$ cat src/rtl/serial_pkg.sv
// serial_pkg: shared serial-line FSM states and line constants
package serial_pkg;
  typedef enum logic [1:0] {IDLE, START, DATA, STOP} state_t;
  localparam logic LINE_IDLE = 1'b1;
endpackage

$ cat src/rtl/piso_shreg.sv
// piso_shreg: loadable right-shift register exposing its LSB
module piso_shreg #(
  parameter int WIDTH = 8
) (
  input  logic             clk,
  input  logic             rst,
  input  logic             load,
  input  logic             shift,
  input  logic [WIDTH-1:0] d,
  output logic             lsb
);
  logic [WIDTH-1:0] q;
  always_ff @(posedge clk)
    q <= rst ? '0 : load ? d : shift ? q >> 1 : q;
  assign lsb = q[0];
endmodule

$ cat src/rtl/piso_tx.sv
// piso_tx: parallel-in serial-out framer (start bit, LSB-first data, stop bits)
module piso_tx
  import serial_pkg::*;
#(
  parameter int WIDTH     = 8,
  parameter int STOP_BITS = 1
) (
  input  logic             clk,
  input  logic             rst,
  input  logic [WIDTH-1:0] din,
  input  logic             din_valid,
  output logic             din_ready,
  output logic             so,
  output logic             busy,
  output logic             frame_done
);
  localparam int CW = $clog2(WIDTH + 1);
  state_t          state, nxt;
  logic [CW-1:0]   cnt;
  logic            stop_cnt, armed, accept, last_stop, lsb;
  assign last_stop  = state == STOP && stop_cnt == 1'(STOP_BITS - 1);
  assign din_ready  = armed && (state == IDLE || last_stop);
  assign accept     = din_valid && din_ready;
  assign busy       = state != IDLE;
  assign frame_done = last_stop;
  always_comb begin
    nxt = state;
    case (state)
      IDLE:    nxt = accept ? START : IDLE;
      START:   nxt = DATA;
      DATA:    nxt = cnt == CW'(WIDTH - 1) ? STOP : DATA;
      default: nxt = last_stop ? (accept ? START : IDLE) : STOP;
    endcase
  end
  // so is loaded with the bit for the upcoming state, so the shifter advances on DATA entry too
  always_ff @(posedge clk) begin
    if (rst) begin
      state    <= IDLE;
      cnt      <= '0;
      stop_cnt <= 1'b0;
      armed    <= 1'b0;
      so       <= LINE_IDLE;
    end else begin
      state    <= nxt;
      cnt      <= state == DATA ? cnt + CW'(1) : '0;
      stop_cnt <= state == STOP && nxt == STOP ? stop_cnt + 1'b1 : 1'b0;
      armed    <= 1'b1;
      so       <= nxt == START ? 1'b0 : nxt == DATA ? lsb : LINE_IDLE;
    end
  end
  piso_shreg #(.WIDTH(WIDTH)) u_shreg (
    .clk   (clk),
    .rst   (rst),
    .load  (accept),
    .shift (nxt == DATA),
    .d     (din),
    .lsb   (lsb)
  );
endmodule

$ cat config.mk
export PLATFORM = sky130hd
export DESIGN_NAME = piso_tx
export DESIGN_NICKNAME = d
export VERILOG_FILES = /design/src/rtl/serial_pkg.sv /design/src/rtl/piso_shreg.sv /design/src/rtl/piso_tx.sv
export SDC_FILE = /design/constraint.sdc
export NUM_CORES = 1
export LEC_CHECK = 0
export BUFFER_PORTS_ARGS = -buffer_cell sky130_fd_sc_hd__buf_4
export CAP_MARGIN = 20
export CORE_UTILIZATION = 52
export DETAILED_ROUTE_END_ITERATION = 12
export GPL_TIMING_DRIVEN = 1
export PLACE_DENSITY = 0.73
export SKIP_CTS_REPAIR_TIMING = 1
export SLEW_MARGIN = 15
export SYNTH_ARGS = -nofsm -noshare
export SYNTH_HDL_FRONTEND = slang
export SYNTH_HIERARCHICAL = 1
export SYNTH_SLANG_ARGS = --single-unit
export TNS_END_PERCENT = 100
$ cat constraint.sdc
create_clock -name clk -period 1.9 [get_ports clk]
set_input_delay 0.285 -clock clk [delete_from_list [all_inputs] [get_ports clk]]
set_output_delay 0.285 -clock clk [all_outputs]
set_load 0.02 [all_outputs]
==> flow_metrics.env, run 1 <==
export IMPL_status="finished, final reports clean"
export IMPL_port_buffers=14
export IMPL_critPathLaunchType="register"
export IMPL_drc=0
export IMPL_synth_distinct_cells=26
export IMPL_initial_core_util_pct=58.7
export IMPL_worst_setup_path_type="reg -> out"
export IMPL_power_switching_w=0.000192
export IMPL_clk_pin_slew_worst_paths_ps=100
export IMPL_cts_root_buf="clkbuf_4"
export IMPL_fin_crit_sh_pct=91.4
export IMPL_power_density_nw_per_um2=748
export IMPL_maxSlewViolCount=0
export IMPL_yosysSeqAreaShare_pct=41.9
export IMPL_fp_row_count=13
export IMPL_antenna_found_initial=0
export IMPL_critPathMaxFanout=6
export IMPL_seqPwrFrac_pct=54.5
export IMPL_synth_edf_count=0
export IMPL_ant_nets=0
export IMPL_min_to="u_shreg/q[7]"
export IMPL_yosysTopAreaCellShare_pct=41.9
export IMPL_synthTopCellsByArea="dfxtp_1 (42%), mux2i_1 (9.9%), ha_1 (7.7%)"
export IMPL_vdd_drop_max_mv=0.699
export IMPL_drtPass1Iterations=4
export IMPL_tns_ps=0
export IMPL_ys_warn_count=6
export IMPL_clkPwrFrac_pct=26.5
export IMPL_grt_pass1_vias=581
export IMPL_place_hpwl_um=1070
export IMPL_hp_start="rst"
export IMPL_postSynthRegisterBits=17
export IMPL_r2r_start="state[0]"
export IMPL_cts_sinks=17
export IMPL_drive_gt1_share_pct=25.0
export IMPL_min_period_ps=1740
export IMPL_final_setup_viol_count=0
export IMPL_min_delay_path_depth=2
export IMPL_fin_ws_ps=163
export IMPL_fin_skew_ps=3.95
export IMPL_syn_cell_area_um2=812
export IMPL_intPower_w=0.000525
export IMPL_leakage_nw=0.420
export IMPL_fp_dieH_um=41.5
export IMPL_slew_headroom_pct=80.4
export IMPL_syn_area_per_cell_um2=9.90
export IMPL_grt_pass1_wl_um=2500
export IMPL_synth_async_reset_ratio_pct=0
export IMPL_max_cap_violations=0
export IMPL_route_met3_wl_um=67
export IMPL_reg2regPathDepth=8
export IMPL_viasPerCell=5.31
export IMPL_pin_count=15
export IMPL_min_path_type="in -> reg"
export IMPL_area_growth_pct=18.2
export IMPL_synth_fp_nets=98
export IMPL_swShare_pct=26.8
export IMPL_grt_ovfl_total=0
export IMPL_cp_arrival_ps=1450
export IMPL_combinationalPowerShare_pct=18.9
export IMPL_regToRegSetupSlack_ps=170
export IMPL_highest_layer="met4"
export IMPL_fmax_mhz=576
export IMPL_place_gp_congestion=0.741
export IMPL_num_nets_final=117
export IMPL_clock_path_buffers=2
export IMPL_grt_use_total_pct=18.9
export IMPL_dpl_worst_slack_ps=92.2
export IMPL_synth_ff_type="dfxtp_1"
export IMPL_post_synth_top_area_cell="dfxtp_1"
export IMPL_met1_length_um=717
export IMPL_fp_dieW_um=41.5
export IMPL_r2r_end="u_shreg/q[7]"
export IMPL_final_common_cell="dfxtp_1"
export IMPL_cts_buffers_inserted=3
export IMPL_required_ps=1620
export IMPL_wl_met2_um=638
export IMPL_routedWlPerCell_um=12.5
export IMPL_diodes=0
export IMPL_grt_max_degree=13
export IMPL_hold_viol_final=0
export IMPL_final_cell_mix="dfxtp_1 (17), buf_4 (16), nor2b_1 (8), mux2i_1 (8)"
export IMPL_drt_total_wl_um=1430
export IMPL_die_area_um2=1720
export IMPL_cp_end_kind="primary output"
export IMPL_cts_tree="done"
export IMPL_insertion_delay_ps=290
export IMPL_rsz0062_at_grt="no"
export IMPL_vias=611
export IMPL_coreArea_um2=1380
export IMPL_fillers=113
export IMPL_power_w=0.000717
export IMPL_htree_levels=1
export IMPL_tightest_slew_ps=294
export IMPL_syn_instance_count=82
export IMPL_dr_first_iter_drc_count=10
==> how the worst max path moves through the flow <==
stage	end	depth (start not counted)	start	slack [ps]
2_1_floorplan	u_shreg/q[0]	6	state[1]	370
3_3_place_gp	u_shreg/q[5]	6	state[1]	70
3_5_place_dp	u_shreg/q[1]	6	state[1]	90
4_1_cts	u_shreg/q[4]	6	state[1]	50
5_1_grt	u_shreg/q[6]	8	state[0]	40
6_report	din_ready	5	state[1]	160
==> cell type report <==
cell class              count  area, um^2  share of cell area, %
repair buffers             16         120                   12.5
well taps                  15        18.8                   1.96
clock buffers               3        22.5                   2.35
flip-flops and latches     17         340                   35.5
clock inverters             1        5.00                  0.522
inverters                   5        18.8                   1.96
multi-input cells          58         434                   45.2
==> kinds of logic after synthesis <==
group | after synthesis | synth area share (%)
compound gates | 13 | 11.9
xor+xnor | 2 | 2.16
fa+ha+maj | 5 | 7.70
buf+inv | 7 | 4.93
flops | 17 | 41.9
mux | 8 | 9.86
simple gates | 30 | 21.6
==> critical path: stages, from the launching register on <==
cell	delay [ps]
dfxtp_1	400
ha_1	180
nor2b_4	210
nor2_1	90
nor2b_1	130
buf_4	150
==> power by group through the flow <==
| stage | combinational (W) | clock, W | sequential [W] |
|---|---|---|---|
| CTS | 0.000136 | 0.000196 | 0.000391 |
| global route | 0.000149 | 0.000214 | 0.000394 |
| finish | 0.000136 | 0.000190 | 0.000391 |
| global placement | 0.000133 | 0 | 0.000400 |
| floorplan | 0.0000918 | 0 | 0.000399 |
| detailed placement | 0.000135 | 0 | 0.000399 |
==> layer usage <==
| layer | track usage [%] | vias to the layer above |
|---|---|---|
| li1 | - | 326 |
| met1 | 25.3 | 273 |
| met2 | 28.1 | 10 |
| met3 | 8.26 | 2 |
| met4 | 3.87 | 0 |
| met5 | 0 | - |
==> flip-flops by register name (all words and copies together), names as in the netlist <==
signal / flops
armed: 1
cnt: 4
so: 1
state: 2
stop_cnt: 1
u_shreg/q: 8
==> cell usage after synthesis (2+ instances only) <==
| master | count |
|---|---|
| ha_1 | 5 |
| nor2_1 | 8 |
| nor2b_1 | 8 |
| dfxtp_1 | 17 |
| inv_1 | 5 |
| a21oi_1 | 2 |
| mux2i_1 | 8 |
| nand3_1 | 2 |
| nand2_1 | 3 |
| and3_1 | 2 |
| a211oi_1 | 7 |
==> through the flow <==
| stage | hold WS, ps | instance area [um^2] | std cells | util (%) |
|---|---|---|---|---|
| finish | 252 | 960 | 115 | 69.4 |
| global route | 247 | 960 | 115 | 69.4 |
| CTS | 251 | 957 | 115 | 69.2 |
| detailed placement | 435 | 930 | 111 | 67.2 |
| global placement | 437 | 930 | 111 | 67.2 |
| floorplan | 357 | 812 | 82 | - |
Power figures use the tool's default switching activity.
==> inputs of run 2 (changes only) <==
--- a/config.mk
+++ b/config.mk
@@ -7,10 +7,11 @@
 export LEC_CHECK = 0
 export BUFFER_PORTS_ARGS = -buffer_cell sky130_fd_sc_hd__buf_4
 export CAP_MARGIN = 20
-export CORE_UTILIZATION = 52
+export CORE_MARGIN = 2
+export CORE_UTILIZATION = 56
 export DETAILED_ROUTE_END_ITERATION = 12
 export GPL_TIMING_DRIVEN = 1
-export PLACE_DENSITY = 0.73
+export PLACE_DENSITY = 0.78
 export SKIP_CTS_REPAIR_TIMING = 1
 export SLEW_MARGIN = 15
 export SYNTH_ARGS = -nofsm -noshare
==> constraint.sdc (replaced) <==
create_clock -name clk -period 2.1 [get_ports clk]
set_input_delay 0.315 -clock clk [delete_from_list [all_inputs] [get_ports clk]]
set_output_delay 0.315 -clock clk [all_outputs]
set_load 0.02 [all_outputs]
==> run 2 against run 1 <==
Via count fell by 0.49%. Core utilization rose by 1.9 points. Sequential share of layout area rose by 0.33 points. Combinational power fell by 10%. First-iteration DRC count fell by 20%. Global-route usage fell by 1.1 points. Design area fell by 0.91%. Cell count fell by 0.87%. Critical path type unchanged. Critical endpoint unchanged. Largest power group unchanged.
==> flow_metrics.env, run 2 (synthesized netlist as in run 1, its figures left out) <==
export IMPL_fp_dieH_um=42.1
export IMPL_tightest_slew_ps=336
export IMPL_path_buf_inv=1
export IMPL_viasPerCell=5.33
export IMPL_place_gp_congestion=0.756
export IMPL_tns_ps=0
export IMPL_antenna_found_initial=0
export IMPL_place_hpwl_um=1060
export IMPL_fillers=115
export IMPL_slew_headroom_pct=77.6
export IMPL_cp_arrival_ps=1460
export IMPL_hold_viol_final=0
export IMPL_fp_row_count=13
export IMPL_fin_crit_sh_pct=84.6
export IMPL_crit_slowest_cell="dfxtp_1"
export IMPL_top_register="u_shreg/q"
export IMPL_cts_buffers_inserted=3
export IMPL_grt_pass1_vias=565
export IMPL_drive_gt1_share_pct=23.2
export IMPL_num_nets_final=116
export IMPL_die_area_um2=1770
export IMPL_coreArea_um2=1330
export IMPL_cts_tree="done"
export IMPL_grt_ovfl_total=0
export IMPL_grt_pass1_wl_um=2400
export IMPL_cts_sinks=17
export IMPL_insertion_delay_ps=280
export IMPL_power_w=0.000642
export IMPL_max_cap_violations=0
export IMPL_grt_max_degree=13
export IMPL_pin_count=15
export IMPL_drtPass1Iterations=4
export IMPL_port_buffers=14
export IMPL_status="finished, final reports clean"
export IMPL_cp_end_kind="primary output"
export IMPL_final_common_cell="dfxtp_1"
export IMPL_ant_nets=0
export IMPL_min_path_type="in -> reg"
export IMPL_min_period_ps=1780
export IMPL_diodes=0
export IMPL_power_density_nw_per_um2=676
export IMPL_clock_path_buffers=2
export IMPL_required_ps=1780
export IMPL_area_growth_pct=17.1
export IMPL_cp_top_family="simple AND/OR/NAND/NOR gates"
export IMPL_clk_pin_slew_worst_paths_ps=90
export IMPL_initial_core_util_pct=60.9
export IMPL_largest_reg_flops=8
export IMPL_routedWlPerCell_um=12.3
export IMPL_drc=0
export IMPL_dr_first_iter_drc_count=8
export IMPL_vias=608
export IMPL_fmax_mhz=563
export IMPL_leakage_nw=0.412
export IMPL_critPathMaxFanout=6
export IMPL_final_setup_viol_count=0
export IMPL_ff_latch_area_um2=340
export IMPL_vdd_drop_max_mv=0.542
export IMPL_grt_use_total_pct=17.8
export IMPL_critPathLaunchType="register"
export IMPL_final_cell_mix="dfxtp_1 (17), buf_4 (15), nor2b_1 (8), mux2i_1 (8)"
export IMPL_drt_total_wl_um=1410
export IMPL_htree_levels=1
export IMPL_fin_skew_ps=4.56
export IMPL_cts_root_buf="clkbuf_4"
export IMPL_cp_slowest_stage_delay_ps=410
export IMPL_worst_setup_path_type="reg -> out"
export IMPL_rsz0062_at_grt="no"
export IMPL_reg_largest_list="u_shreg/q (8), cnt (4), state (2)"
export IMPL_fp_dieW_um=42.1
export IMPL_crit_path_cell_trace="ha_1, nor2b_4, nor2_1, nor2b_1, buf_4"
export IMPL_multi_input_area_um2=434
export IMPL_maxSlewViolCount=0
[run 2: changes by cell type in the layout (fill, tap and decap cells not counted), sizes merged]
cell | previous run | this run
clkinv | 1 | 0
buf | 16 | 15
clkbuf | 3 | 4
[run 2: area by class of cell]
| type | instances | share of cell area, % |
|---|---|---|
| multi-input combinational | 58 | 45.7 |
| inverter | 5 | 1.97 |
| clock buffer | 4 | 2.76 |
| tap | 15 | 1.97 |
| timing repair buffer | 15 | 11.8 |
| sequential | 17 | 35.8 |
[run 2: worst paths after layout]
kind	cells past startpoint	slack [ps]	start	endpoint
worst max-delay path	5	320	state[1]	din_ready
worst min-delay path	3	290	din[7]	u_shreg/q[7]
worst max register to register	7	370	state[1]	u_shreg/q[7]
worst min register to register	1	460	cnt[0]	cnt[0]
[run 2: metal layers]
layer	track usage [%]	vias to the layer above	routed length [um]
met5	0	-	0
met4	3.75	0	0
met3	7.76	0	63
met2	26.3	11	651
met1	24.3	279	691
li1	-	318	-
[run 2: tightest hold or removal path: stages]
cell and delay, ps:
buf_4 110, nand2_1 60, a21oi_1 50
[run 2: power breakdown]
part           internal (W)  leakage (nW)  switching [W]
logic             0.0000615         0.258      0.0000604
registers          0.000343         0.139      0.0000117
clock network     0.0000737        0.0150      0.0000925
[run 2: metrics by stage]
stage / util, % / setup WS, ps / cell area [um^2] / hold WS [ps] / cells
after floorplan: - / 568 / 812 / 387 / 82
final: 71.3 / 324 / 951 / 293 / 114
after CTS: 71.1 / 160 / 948 / 284 / 114
after detailed placement: 69.1 / 197 / 922 / 461 / 110
after global routing: 71.3 / 193 / 951 / 273 / 114
after global placement: 69.1 / 282 / 922 / 438 / 110
==> inputs of run 3 (changes only) <==
--- a/config.mk
+++ b/config.mk
@@ -8,10 +8,10 @@
 export BUFFER_PORTS_ARGS = -buffer_cell sky130_fd_sc_hd__buf_4
 export CAP_MARGIN = 20
 export CORE_MARGIN = 2
-export CORE_UTILIZATION = 56
+export CORE_UTILIZATION = 52
 export DETAILED_ROUTE_END_ITERATION = 12
 export GPL_TIMING_DRIVEN = 1
-export PLACE_DENSITY = 0.78
+export PLACE_DENSITY = 0.73
 export SKIP_CTS_REPAIR_TIMING = 1
 export SLEW_MARGIN = 15
 export SYNTH_ARGS = -nofsm -noshare
==> constraint.sdc (replaced) <==
create_clock -name clk -period 1.82 [get_ports clk]
set_input_delay 0.273 -clock clk [delete_from_list [all_inputs] [get_ports clk]]
set_output_delay 0.273 -clock clk [all_outputs]
set_load 0.02 [all_outputs]
==> run 3 against run 2 <==
Power is 16% higher. Clock power is 15% higher. Critical path depth stayed put. Flip-flop and latch count stayed put. Combinational power is 20% higher. Via count is 3.6% higher. Cell count is 2.6% higher. Largest cell class unchanged. Highest routed layer unchanged.
==> flow_metrics.env, run 3 (synthesized netlist as in run 1, its figures left out) <==
export IMPL_min_period_ps=1700
export IMPL_drt_total_wl_um=1400
export IMPL_grt_use_total_pct=17.6
export IMPL_antenna_found_initial=0
export IMPL_cp_arrival_ps=1430
export IMPL_cts_root_buf="clkbuf_4"
export IMPL_power_density_nw_per_um2=758
export IMPL_fin_skew_ps=0.716
export IMPL_power_switching_w=0.000192
export IMPL_drtPass1Iterations=4
export IMPL_critPathMaxFanout=4
export IMPL_worst_setup_path_type="reg -> out"
export IMPL_multi_input_area_um2=449
export IMPL_htree_levels=1
export IMPL_place_area_um2=938
export IMPL_coreArea_um2=1490
export IMPL_pin_count=15
export IMPL_required_ps=1550
export IMPL_critPathLaunchType="register"
export IMPL_intPower_w=0.000554
export IMPL_area_growth_pct=21.1
export IMPL_fp_dieH_um=43.5
export IMPL_grt_ovfl_total=0
export IMPL_place_hpwl_um=1070
export IMPL_final_setup_viol_count=0
export IMPL_fillers=130
export IMPL_clk_pin_slew_worst_paths_ps=90
export IMPL_vias=630
export IMPL_seqPwrFrac_pct=54.7
export IMPL_viasPerCell=5.38
export IMPL_grt_pass1_vias=626
export IMPL_dr_first_iter_drc_count=11
export IMPL_reg2regPathDepth=8
export IMPL_drive_gt1_share_pct=27.7
export IMPL_finish_utilization_pct=66.1
export IMPL_fp_row_count=14
export IMPL_min_delay_path_depth=3
export IMPL_cts_buffers_inserted=3
export IMPL_combinationalPowerShare_pct=19.7
export IMPL_hold_viol_final=0
export IMPL_final_cell_mix="buf_4 (17), dfxtp_1 (16), nor2b_1 (8), mux2i_1 (8), nor2_1 (7)"
export IMPL_final_area_um2=983
export IMPL_max_cap_violations=0
export IMPL_rsz0062_at_grt="no"
export IMPL_cp_end_kind="primary output"
export IMPL_min_path_type="in -> reg"
export IMPL_fin_crit_sh_pct=93.6
export IMPL_fp_dieW_um=43.5
export IMPL_top_register="u_shreg/q"
export IMPL_maxSlewViolCount=0
export IMPL_port_buffers=14
export IMPL_leakage_nw=0.425
export IMPL_grt_max_degree=13
export IMPL_diodes=0
export IMPL_ff_latch_area_um2=342
export IMPL_routedWlPerCell_um=11.9
export IMPL_vdd_drop_max_mv=0.376
export IMPL_die_area_um2=1890
export IMPL_whs_ps=254
export IMPL_cts_tree="done"
export IMPL_drc=0
export IMPL_final_common_cell="buf_4"
export IMPL_dpl_cell_count=113
export IMPL_slew_headroom_pct=82.5
export IMPL_grt_pass1_wl_um=2470
export IMPL_num_nets_final=118
export IMPL_finalNonFillerCells=117
export IMPL_reg_largest_list="u_shreg/q (8), cnt (4), state (2)"
export IMPL_fmax_mhz=587
export IMPL_cts_sinks=17
export IMPL_place_gp_congestion=0.775
export IMPL_insertion_delay_ps=280
export IMPL_clkPwrFrac_pct=25.6
export IMPL_status="finished, final reports clean"
export IMPL_tightest_slew_ps=262
export IMPL_swShare_pct=25.7
export IMPL_initial_core_util_pct=54.5
export IMPL_ant_nets=0
export IMPL_largest_reg_flops=8
export IMPL_clock_path_buffers=2
==> run 3: metrics by stage <==
step | setup WS (ps) | setup TNS [ps] | total power (W)
after floorplan | 288 | 0 | 0.000513
final | 117 | 0 | 0.000745
after global placement | 106 | 0 | 0.000555
after CTS | -26.0 | -46.4 | 0.000746
after global routing | 11.9 | 0 | 0.000788
after detailed placement | 2.84 | 0 | 0.000557
==> run 3: power groups by stage <==
stage               sequential [W]  clock, W  combinational (W)
global placement          0.000415         0           0.000139
detailed placement        0.000416         0           0.000141
CTS                       0.000407  0.000197           0.000141
floorplan                 0.000417         0          0.0000958
finish                    0.000408  0.000191           0.000147
global route              0.000411  0.000215           0.000162
==> run 3: path summary, 6_finish.rpt <==
check                start           end  slack, ps
setup / recovery  state[1]     din_ready        120
hold / removal      din[7]  u_shreg/q[7]        250
setup reg to reg  state[0]  u_shreg/q[7]        140
hold reg to reg     cnt[0]        cnt[0]        460
==> run 3: final cells by class <==
cell class | instances | area share (%)
multi-input cells | 58 | 45.7
flip-flops and latches | 17 | 34.7
clock buffers | 4 | 2.67
well taps | 16 | 2.04
inverters | 5 | 1.91
repair buffers | 17 | 13.0
==> run 3: critical path, cell delays in order, from the launching register on <==
cell	delay, ps
dfxtp_1	390
inv_1	60
ha_1	220
nor2_1	240
nor2b_1	90
buf_4	160
==> run 3: layer usage <==
metal  wire, um  global-route usage [%]  vias to the layer above
met5          0                       0                        -
met4          0                    9.09                        0
met3         28                    3.75                        0
met2        732                    30.1                        8
met1        634                    20.6                      299
li1           -                       -                      323
